File: config.mk
export PLATFORM = sky130hd
export DESIGN_NAME = mem_stage
export DESIGN_NICKNAME = d
export VERILOG_FILES = /design/src/rtl/mem_stage.sv
export SDC_FILE = /design/constraint.sdc
export NUM_CORES = 1
export LEC_CHECK = 0
export CAP_MARGIN = 20
export CORE_UTILIZATION = 46
export CTS_BUF_LIST = sky130_fd_sc_hd__clkbuf_4
export DETAILED_ROUTE_END_ITERATION = 6
export PLACE_DENSITY = 0.82
export RECOVER_POWER = 100
export SYNTH_ARGS = -nofsm -noshare
export SYNTH_HDL_FRONTEND = slang
export SYNTH_SLANG_ARGS = --single-unit
File: constraint.sdc
create_clock -name clk_in -period 2.55 [get_ports clk_in]
set_input_delay 0.51 -clock clk_in [delete_from_list [all_inputs] [get_ports clk_in]]
set_output_delay 0.51 -clock clk_in [all_outputs]
set_load 0.005 [all_outputs]
File: src/rtl/mem_stage.sv
// MEM stage: passes ALU results through and runs loads/stores
// as byte-serial transactions on the 8-bit RAM port.
module mem_stage #(
    parameter int ADDR_W = 32
) (
    input  logic              clk_in,
    input  logic              rst_in,
    input  logic              rdy_in,
    input  logic              rd_we_in,
    input  logic [31:0]       rd_val_in,
    input  logic [4:0]        rd_addr_in,
    input  logic [3:0]        mem_op_in,
    input  logic [ADDR_W-1:0] mem_addr_in,
    input  logic [31:0]       store_data_in,
    input  logic              mem_busy_in,
    input  logic [7:0]        mem_din_in,
    output logic [ADDR_W-1:0] mem_a_out,
    output logic              mem_wr_out,
    output logic [7:0]        mem_dout_out,
    output logic              mem_req_out,
    output logic              stall_req_out,
    output logic              rd_we_out,
    output logic [31:0]       rd_val_out,
    output logic [4:0]        rd_addr_out
);

    typedef enum logic [1:0] {
        S_IDLE,
        S_RUN,
        S_WAIT,
        S_DONE
    } state_e;

    state_e            state_q, state_d;
    logic [1:0]        cnt_q, cnt_d;
    logic [31:0]       buf_q, buf_d;
    logic [ADDR_W-1:0] a_q, a_d;
    logic              wr_q, wr_d;
    logic [7:0]        dout_q, dout_d;

    logic        is_ld;
    logic        is_st;
    logic        sext;
    logic [1:0]  last;
    logic [1:0]  prev;
    logic [1:0]  nxt;
    logic [31:0] ext;

    // Decode the access kind, byte count (as last index) and signedness.
    always_comb begin
        is_ld = 1'b0;
        is_st = 1'b0;
        sext  = 1'b0;
        last  = 2'd0;
        case (mem_op_in)
            4'd1: begin is_ld = 1'b1; sext = 1'b1; end
            4'd2: begin is_ld = 1'b1; sext = 1'b1; last = 2'd1; end
            4'd3: begin is_ld = 1'b1; last = 2'd3; end
            4'd4: is_ld = 1'b1;
            4'd5: begin is_ld = 1'b1; last = 2'd1; end
            4'd6: is_st = 1'b1;
            4'd7: begin is_st = 1'b1; last = 2'd1; end
            4'd8: begin is_st = 1'b1; last = 2'd3; end
            default: ;
        endcase
    end

    // Sign/zero-extend the assembled load buffer.
    always_comb begin
        ext = buf_q;
        case (last)
            2'd0: ext = {{24{sext & buf_q[7]}}, buf_q[7:0]};
            2'd1: ext = {{16{sext & buf_q[15]}}, buf_q[15:0]};
            default: ext = buf_q;
        endcase
    end

    assign prev = cnt_q - 2'd1;
    assign nxt  = cnt_q + 2'd1;

    // Next-state logic for the byte-serial transaction.
    always_comb begin
        state_d = state_q;
        cnt_d   = cnt_q;
        buf_d   = buf_q;
        a_d     = a_q;
        wr_d    = wr_q;
        dout_d  = dout_q;
        case (state_q)
            S_IDLE: begin
                if ((is_ld || is_st) && !mem_busy_in) begin
                    a_d     = mem_addr_in;
                    wr_d    = is_st;
                    dout_d  = store_data_in[7:0];
                    cnt_d   = 2'd0;
                    state_d = S_RUN;
                end
            end
            S_RUN: begin
                // Byte k-1 arrives while byte k's address is out.
                if (is_ld && cnt_q != 2'd0)
                    buf_d[{prev, 3'b000} +: 8] = mem_din_in;
                if (cnt_q != last) begin
                    a_d    = a_q + ADDR_W'(1);
                    dout_d = store_data_in[{nxt, 3'b000} +: 8];
                    cnt_d  = nxt;
                end else begin
                    wr_d    = 1'b0;
                    state_d = is_ld ? S_WAIT : S_DONE;
                end
            end
            S_WAIT: begin
                buf_d[{last, 3'b000} +: 8] = mem_din_in;
                state_d = S_DONE;
            end
            S_DONE: begin
                wr_d    = 1'b0;
                state_d = S_IDLE;
            end
            default: state_d = S_IDLE;
        endcase
    end

    // State and registered port outputs; frozen while rdy_in is low.
    always_ff @(posedge clk_in or negedge rst_in) begin
        if (!rst_in) begin
            state_q <= S_IDLE;
            cnt_q   <= 2'd0;
            buf_q   <= 32'd0;
            a_q     <= '0;
            wr_q    <= 1'b0;
            dout_q  <= 8'd0;
        end else if (rdy_in) begin
            state_q <= state_d;
            cnt_q   <= cnt_d;
            buf_q   <= buf_d;
            a_q     <= a_d;
            wr_q    <= wr_d;
            dout_q  <= dout_d;
        end
    end

    assign mem_a_out    = a_q;
    assign mem_wr_out   = wr_q;
    assign mem_dout_out = dout_q;

    // Stall, port ownership and writeback outputs; zero during reset.
    always_comb begin
        mem_req_out   = 1'b0;
        stall_req_out = 1'b0;
        rd_we_out     = 1'b0;
        rd_val_out    = 32'd0;
        rd_addr_out   = 5'd0;
        if (rst_in) begin
            rd_val_out  = rd_val_in;
            rd_addr_out = rd_addr_in;
            case (state_q)
                S_IDLE: begin
                    stall_req_out = is_ld || is_st;
                    rd_we_out     = rd_we_in && !(is_ld || is_st);
                end
                S_RUN, S_WAIT: begin
                    mem_req_out   = 1'b1;
                    stall_req_out = 1'b1;
                end
                S_DONE: begin
                    rd_we_out  = rd_we_in;
                    rd_val_out = is_ld ? ext : rd_val_in;
                end
                default: ;
            endcase
        end
    end

endmodule

==> results of run 1 <==
[cell usage in the layout (no fill, tap or decap), types with 4 or more instances in the layout]
master             n
nor3_1             8
o211ai_1          19
a21oi_1           27
nor2_1            48
nand2_1          145
ha_1               7
a22oi_1            9
or2_2              4
clkdlybuf4s15_1    4
a21boi_0           8
dlygate4sd2_1     11
dfrtp_1           75
o21ai_1            7
a32oi_1            4
inv_1             11
and3_1             5
nand3_1           19
buf_12             6
o21ai_0           61
buf_6              6
clkbuf_2          16
nand4_1           13
buf_2              6
buf_4             65
mux2i_1            9
o22ai_1            8
a21o_1             8
a221oi_1           8
clkdlybuf4s50_1  159
nor4_1             4
clkbuf_4          10
a21boi_1          14
and2_1             9
[report_power, final]
group | internal (W) | leakage (nW) | switching, W
logic | 0.00192 | 2.37 | 0.00185
registers | 0.00169 | 0.956 | 0.000517
clock network | 0.000308 | 0.0704 | 0.000448
[metrics by stage]
step | total power, W | area [um2] | setup slack (ns) | hold slack [ns] | utilization
2_1_floorplan | 0.00402 | 5260 | 0.140 | 0.214 | -
3_3_place_gp | 0.00568 | 7770 | -0.599 | 0.461 | 0.707
3_5_place_dp | 0.00581 | 7770 | -0.720 | 0.471 | 0.707
4_1_cts | 0.00667 | 8080 | 0.00132 | 0.0171 | 0.736
5_1_grt | 0.00722 | 8050 | -0.0246 | 0.0283 | 0.733
6_report | 0.00673 | 8050 | 0.0665 | 0.0369 | 0.733
[registers in the layout, indices dropped and copies added (netlist names)]
signal and count:
mem_dout_out 8, state_q 2, cnt_q 2, buf_q 32, mem_a_out 32, mem_wr_out 1
[cells by family (layout without fill, tap and decap cells)]
kind of cell	count (synthesis)	after routing	synth area share
flip-flops	77	77	0.366
AO/OA/AOI/OAI	220	221	0.288
buffers and inverters	51	304	0.0483
AND/OR/NAND/NOR	282	282	0.251
adder cells (fa/ha/maj)	9	9	0.0214
multiplexers	11	11	0.0214
XOR/XNOR	1	1	0.00309
[worst min path at each step]
stage | from | end | slack (ns) | cells after the start
5_1_grt | rst_in | buf_q[18] | 0.03 | 1
2_1_floorplan | rst_in | buf_q[0] | 0.21 | 0
3_3_place_gp | mem_dout_out[7] | mem_dout_out[7] | 0.46 | 1
4_1_cts | rst_in | buf_q[18] | 0.02 | 1
6_report | rst_in | buf_q[18] | 0.04 | 1
3_5_place_dp | buf_q[25] | buf_q[25] | 0.47 | 2
[critical path: cells and delay by family]
family,cells,cell delay (ns)
compound gates,2,0.25
buf+inv,5,0.98
simple gates,2,0.23
[cell usage after synthesis (9+ instances only)]
library cell and instances:
clkbuf_1 23, mux2i_1 9, a22oi_1 9, nand2_1 146, nand3_1 19, a21boi_0 25
ha_1 9, and2_1 10, a21oi_1 29, o211ai_1 19, dfrtp_1 77, nor2_1 49
o21ai_0 69, nand4_1 13, inv_1 11
[routing by layer]
layer	up-vias	part of all wire
li1	2872	-
met1	2886	0.40
met2	328	0.49
met3	41	0.090
met4	0	0.023
met5	-	0
[final cells by class]
| cell class | instances | area, um2 |
|---|---|---|
| clock buffer | 10 | 75.1 |
| clock inverter | 6 | 62.6 |
| fill | 844 | 2930 |
| inverter | 11 | 41.3 |
| multi-input combinational | 524 | 3180 |
| sequential | 77 | 1930 |
| tap | 140 | 175 |
| timing repair buffer | 277 | 2590 |
[what timing repair did]
action,in CTS,in global routing
buffers inserted,10,0
gates resized for setup,101,47
setup endpoints to repair,64,23
gates cloned,4,0
pin swaps,11,12
==> flow_summary.toml, run 1 <==
[worst_setup_path]
crit_path_end = "rd_val_out[24]"
cp-startpoint = "mem_op_in[3]"
worstPathMaxFanout = 8
r2r_end = "mem_a_out[20]"
slowest_delay_ns = 0.26
path_cells = "clkdlybuf4s15_2 -> buf_6 -> nor4b_4 -> buf_4 -> nor2_4 -> buf_6 -> o211ai_1 -> a21boi_1 -> dlygate4sd2_1"
cp.required_ns = 2.04
reg2reg_from = "mem_a_out[14]"
crit_path_top_delay_cell = "dlygate4sd2_1"
worst-r2r-setup-slack_ns = 0.22
critical_path_class = "input port to primary output"
arrival_ns = 1.97
crit_top_cell = "buf_6"
critPathCaptureType = "primary output"
r2r_cells = 6
startpoint_type = "input port"

[detailed_routing]
firstDrtPassIters = 6
dr.first_iter.drc_count = 442
drc_errors = 0
avgRoutedWirePerCell_um = 17.6
num_vias = 6127
wirelength_um = 18300
viasPerCell = 5.86
ant_nets = 0

[timing]
setup-tns-final_ns = 0
max_slew.worst_pin.slew_ns = 0.612
slew_headroom = 0.589
fmax_ghz = 0.403
drv_slew = 0
fin_crit_sh = 0.974
setup_viol = 0
hold_viol = 0
rsz0062_at_grt = "true"
fin_worst_skew_ns = 0.0150
fin_crit_ns = 2.48

[clocking]
clk_latency_ns = 0.43
cts_tree = "done"
cts.reportedPaths.clkPinSlew_ns = 0.14
clockBufferDepth = 2
cts_buffers = 9
cts.sinks = 77
ctsHoldBuffers = 0
cts-root-buf = "clkbuf_4"
cts_htree_levels = 3

[synth]
synth_edf_count = 0
synth.area.top_cells = "dfrtp_1 37%, nand2_1 10%, o21ai_0 6.6%"
syn_inst = 651
ys_dominant_reg_cell = "dfrtp_1"
synth.largest_area_cell = "dfrtp_1"
async_flop_share = 1.00
syn_nets = 778
ys_types = 75
ys.warnings.count = 0
netlist_area_um2 = 5260
seq_area_frac_synth = 0.366
synth_area_per_cell_um2 = 8.08
yosysTopAreaCellShare = 0.366
synth_seq_cells = 77

[grt]
grt_usage = 0.317
grt_pass1_wl_um = 29400
grt_use_met3 = 0.0568
grt-ovfl-total = 0
met1_usage = 0.395
busiest_layer = "met2"
antenna_found_initial = 0
grt_max_degree = 54
grt_util_met2 = 0.548
grt_pass1_vias = 6031

[floorplanning]
chipWidth_um = 109
core-area_um2 = 11000
dieArea_um2 = 11900
die_h_um = 109
placementRows = 38
io-pin-count = 199
start_util = 0.479

[cells_and_area]
finalNetCount = 1027
fin_cells = 1045
area_delta_synth_final_pct = 53.1
diodes = 0
drive_gt1_frac = 0.179

[flow_run]
maxCapViolations = 0

[status]
status = "finished clean"

[hold_path]
hold_path.class = "input port to asynchronous set/reset pin"

[placement]
hpwlAfterDp_um = 13400
io_buffers = 198
gp_congestion = 0.922
dp_cells = 1014

[power]
ir_drop_v = 0.000590
p_per_area_nw_per_um2 = 836
leakage_nw = 3.40
Power figures use the tool's default switching activity.
==> inputs of run 2 (changes only) <==
--- a/config.mk
+++ b/config.mk
@@ -11,6 +11,7 @@
 export DETAILED_ROUTE_END_ITERATION = 6
 export PLACE_DENSITY = 0.82
 export RECOVER_POWER = 100
+export SETUP_SLACK_MARGIN = 0.15
 export SYNTH_ARGS = -nofsm -noshare
 export SYNTH_HDL_FRONTEND = slang
 export SYNTH_SLANG_ARGS = --single-unit
==> flow_summary.toml, run 2 (same netlist as run 1, synthesis figures left out) <==
[placement]
io_buffers = 198
gp_congestion = 0.922
hpwlAfterDp_um = 13400

[detailed_routing]
wirelength_um = 20200
viasPerCell = 6.13
num_vias = 6503
ant_nets = 0
drc_errors = 0
avgRoutedWirePerCell_um = 19.1
firstDrtPassIters = 6
dr.first_iter.drc_count = 460

[cells_and_area]
fill_cells = 781
drive_gt1_frac = 0.221
layout_common_cells = "137 x nand2_1, 115 x clkdlybuf4s50_1, 74 x dfrtp_1"
area_delta_synth_final_pct = 58.5
final_common_cell = "nand2_1"
diodes = 0
fin_util = 0.759
finalNetCount = 1042
multi_input_area_um2 = 3320
final-seq-area_um2 = 1930

[worst_setup_path]
cp_num_buf_inv = 3
startpoint_type = "register"
slowest_delay_ns = 0.39
critPathCaptureType = "primary output"
arrival_ns = 2.02
path_delay_family = "buffers and inverters"
worstPathMaxFanout = 8
cp.required_ns = 2.04
path_cells = "buf_6 -> ha_4 -> and2_4 -> buf_12 -> o211ai_1 -> a21boi_1 -> buf_2"
critical_path_class = "register to primary output"
crit_path_top_delay_cell = "dfrtp_2"

[timing]
fin_worst_skew_ns = 0.0196
fmax_ghz = 0.395
slew_headroom = 0.310
fin_crit_ns = 2.53
fin_crit_sh = 0.993
drv_slew = 0
setup_viol = 0
setup-tns-final_ns = 0
max_slew.worst_pin.slew_ns = 1.04
rsz0062_at_grt = "true"
hold_viol = 0

[floorplanning]
io-pin-count = 199
die_h_um = 109
placementRows = 38
chipWidth_um = 109
core-area_um2 = 11000
start_util = 0.479
dieArea_um2 = 11900

[power]
leakage_nw = 3.53
ir_drop_v = 0.000579
p_per_area_nw_per_um2 = 820

[clocking]
cts_htree_levels = 3
clockBufferDepth = 2
cts.reportedPaths.clkPinSlew_ns = 0.14
ctsHoldBuffers = 0
cts-root-buf = "clkbuf_4"
clk_latency_ns = 0.43
cts.sinks = 77
cts_buffers = 9
cts_tree = "done"

[hold_path]
hold_path.class = "input port to asynchronous set/reset pin"

[grt]
antenna_found_initial = 0
grt_pass1_wl_um = 30200
grt-ovfl-total = 0
grt_max_degree = 54
grt_pass1_vias = 6249
grt_usage = 0.327

[status]
status = "finished clean"

[flow_run]
maxCapViolations = 0
run 2: cell count changes in the layout (fill, tap and decap cells not counted), moves of 4 or more:
cell,previous run,this run
buf_2,6,23
a21oi_2,2,7
clkbuf_1,0,11
dlygate4sd3_1,0,43
dlygate4sd2_1,11,2
buf_6,6,11
clkdlybuf4s50_1,159,115
nand2_1,145,137
clkbuf_2,16,10
buf_4,65,60
nand2_4,1,5
a21oi_1,27,22
a21boi_2,3,7
run 2: power by group:
group	internal, W	total [W]	switching [W]
Clock	0.000309	0.000772	0.000463
Combinational	0.00189	0.00385	0.00196
Sequential	0.00169	0.00222	0.000528
run 2: area by class of cell:
| type | instances | area share |
|---|---|---|
| clock buffer | 10 | 0.00901 |
| sequential | 77 | 0.232 |
| multi-input combinational | 524 | 0.399 |
| tap | 140 | 0.0210 |
| timing repair buffer | 292 | 0.327 |
| inverter | 11 | 0.00496 |
| clock inverter | 6 | 0.00751 |
run 2: repair_timing:
| action | 4_1_cts | 5_1_grt |
|---|---|---|
| pin swaps | 20 | 35 |
| setup buffers | 18 | 3 |
| gates cloned | 6 | 3 |
| endpoints found under the setup margin | 82 | 81 |
| resized for setup | 176 | 78 |
run 2: final timing paths:
check,start,to,slack (ns),cells past startpoint
setup / recovery,state_q[0],rd_val_out[31],0.02,7
hold / removal,rst_in,buf_q[17],0.04,1
setup reg to reg,cnt_q[0],buf_q[16],0.21,7
hold reg to reg,mem_dout_out[7],mem_dout_out[7],0.50,1
max in group asynchronous,rst_in,cnt_q[0],1.05,2
min in group clk_in,mem_dout_out[7],mem_dout_out[7],0.50,1
run 2: layer usage:
layer  up-vias  global-route usage  share of wire
met4         0               0.161          0.038
met5         -                   0              0
li1       2902                   -              -
met1      3097               0.401           0.37
met3        79              0.0502           0.10
met2       425               0.560           0.49
run 2: metrics by stage:
stage / area (um2) / setup WS (ns) / instances / hold WS (ns) / total power, W
finish: 8330 / 0.0171 / 1060 / 0.0443 / 0.00683
global route: 8330 / -0.160 / 1060 / 0.0432 / 0.00729
CTS: 8160 / 0.0215 / 1054 / 0.0181 / 0.00677
detailed placement: 7770 / -0.720 / 1014 / 0.471 / 0.00581
global placement: 7770 / -0.599 / 1014 / 0.461 / 0.00568
floorplan: 5260 / 0.140 / 651 / 0.214 / 0.00402
==> inputs of run 3 (changes only) <==
--- a/config.mk
+++ b/config.mk
@@ -6,6 +6,7 @@
 export NUM_CORES = 1
 export LEC_CHECK = 0
 export CAP_MARGIN = 20
+export CORE_ASPECT_RATIO = 0.8
 export CORE_UTILIZATION = 46
 export CTS_BUF_LIST = sky130_fd_sc_hd__clkbuf_4
 export DETAILED_ROUTE_END_ITERATION = 6
==> flow_summary.toml, run 3 (same netlist as run 1, synthesis figures left out) <==
[hold_path]
hold_path.class = "input port to asynchronous set/reset pin"

[worst_setup_path]
path_delay_family = "buffers and inverters"
critical_path_class = "register to primary output"
arrival_ns = 2.01
worstPathMaxFanout = 8
cp.required_ns = 2.04
cp_num_buf_inv = 3
crit_path_top_delay_cell = "dfrtp_1"
critPathCaptureType = "primary output"
startpoint_type = "register"
slowest_delay_ns = 0.44
crit_top_cell = "buf_4"
path_cells = "buf_4 -> nor2b_1 -> o311ai_2 -> buf_4 -> a21oi_1 -> nor2_1 -> clkdlybuf4s15_1"

[detailed_routing]
ant_nets = 0
dr.first_iter.drc_count = 579
viasPerCell = 6.01
avgRoutedWirePerCell_um = 19.1
wirelength_um = 20200
num_vias = 6348
firstDrtPassIters = 5
drc_errors = 0

[grt]
grt-ovfl-total = 0
antenna_found_initial = 0
grt_usage = 0.335
grt_pass1_vias = 6267
grt_max_degree = 46
grt_pass1_wl_um = 31000

[timing]
setup_viol = 0
hold_viol = 0
fin_worst_skew_ns = 0.0191
fmax_ghz = 0.397
fin_crit_ns = 2.52
rsz0062_at_grt = "true"
fin_crit_sh = 0.987
max_slew.worst_pin.slew_ns = 0.554
slew_headroom = 0.628
setup_slack_ns = 0.0325
drv_slew = 0

[floorplanning]
io-pin-count = 199
start_util = 0.477
die_h_um = 97.6
dieArea_um2 = 11900
chipWidth_um = 122
core-area_um2 = 11000
placementRows = 34

[cells_and_area]
diodes = 0
drive_gt1_frac = 0.218
finalNetCount = 1035
fin_util = 0.753
final_common_cell = "clkdlybuf4s50_1"
area_delta_synth_final_pct = 57.8
layout_common_cells = "158 x clkdlybuf4s50_1, 141 x nand2_1, 75 x dfrtp_1"

[status]
status = "finished clean"

[clocking]
clk_latency_ns = 0.45
cts.reportedPaths.clkPinSlew_ns = 0.15
cts-root-buf = "clkbuf_4"
clockBufferDepth = 2
cts_htree_levels = 3
cts.sinks = 77
cts_buffers = 9
cts_tree = "done"

[power]
ir_drop_v = 0.000456
leakage_nw = 3.50
p_per_area_nw_per_um2 = 850

[placement]
io_buffers = 198
post-place-ws_ns = -0.651
gp_congestion = 0.898
hpwlAfterDp_um = 13700

[flow_run]
maxCapViolations = 0
## run 3: cell types whose count changed in the layout (fill, tap and decap cells not counted), sizes merged
cell and change:
clkinvlp +1, dlymetal6s2s +1, clkbuf -22, clkdlybuf4s25 -1
clkinv -1, buf +9, bufinv +1, inv -1
dlygate4sd3 -41, dlygate4sd2 -2, clkdlybuf4s15 +6, clkdlybuf4s50 +43
## run 3: worst register-to-register path, cell delays in order (launching register included)
cell	delay, ns
dfrtp_2	0.47
inv_2	0.11
ha_1	0.22
buf_6	0.30
o2111a_2	0.35
nand2_2	0.13
buf_4	0.20
o311ai_0	0.37
## run 3: cell type report
| type | count | area (um2) |
|---|---|---|
| clock inverters | 6 | 87.6 |
| clock buffers | 10 | 75.1 |
| multi-input cells | 524 | 3290 |
| flip-flops and latches | 77 | 1930 |
| fillers | 773 | 2720 |
| well taps | 144 | 180 |
| repair buffers | 285 | 2700 |
| inverters | 11 | 41.3 |
## run 3: final timing paths
check	from	to	slack [ns]	cells after the start
max in group asynchronous	rst_in	buf_q[1]	1.48	2
worst max register to register	state_q[1]	mem_a_out[5]	0.27	7
worst min-delay path	rst_in	buf_q[7]	0.38	2
worst max-delay path	buf_q[7]	rd_val_out[13]	0.03	7
min in group clk_in	buf_q[9]	buf_q[9]	0.50	2
worst min register to register	buf_q[9]	buf_q[9]	0.50	2
## run 3: power by group
part           internal, W  switching [W]
combinational      0.00199        0.00197
clock             0.000406       0.000476
sequential         0.00169       0.000530
total              0.00408        0.00297
## run 3: repair_timing
item,in CTS,in global routing
hold endpoints to repair,4,0
setup endpoints to repair,75,71
pin swaps,25,15
hold buffers,2,0
gates cloned,4,2
setup buffers,17,1
gates resized for setup,193,47
## run 3: metrics by stage
step	hold WS [ns]	power (W)	cell area, um2	std cells	TNS (ns)
global placement	0.452	0.00558	7730	1014	-36.48
finish	0.375	0.00705	8300	1057	0
CTS	0.332	0.00684	8150	1054	0
floorplan	0.214	0.00402	5260	651	0
detailed placement	0.462	0.00575	7730	1015	-42.62
global route	0.392	0.00748	8300	1057	-0.121
## run 3: metal layers
layer	routed length [um]	track usage	up-vias
met5	0	0	-
met2	9520	0.545	360
li1	-	-	2887
met4	490	0.115	0
met3	1730	0.0775	56
met1	8420	0.436	3045
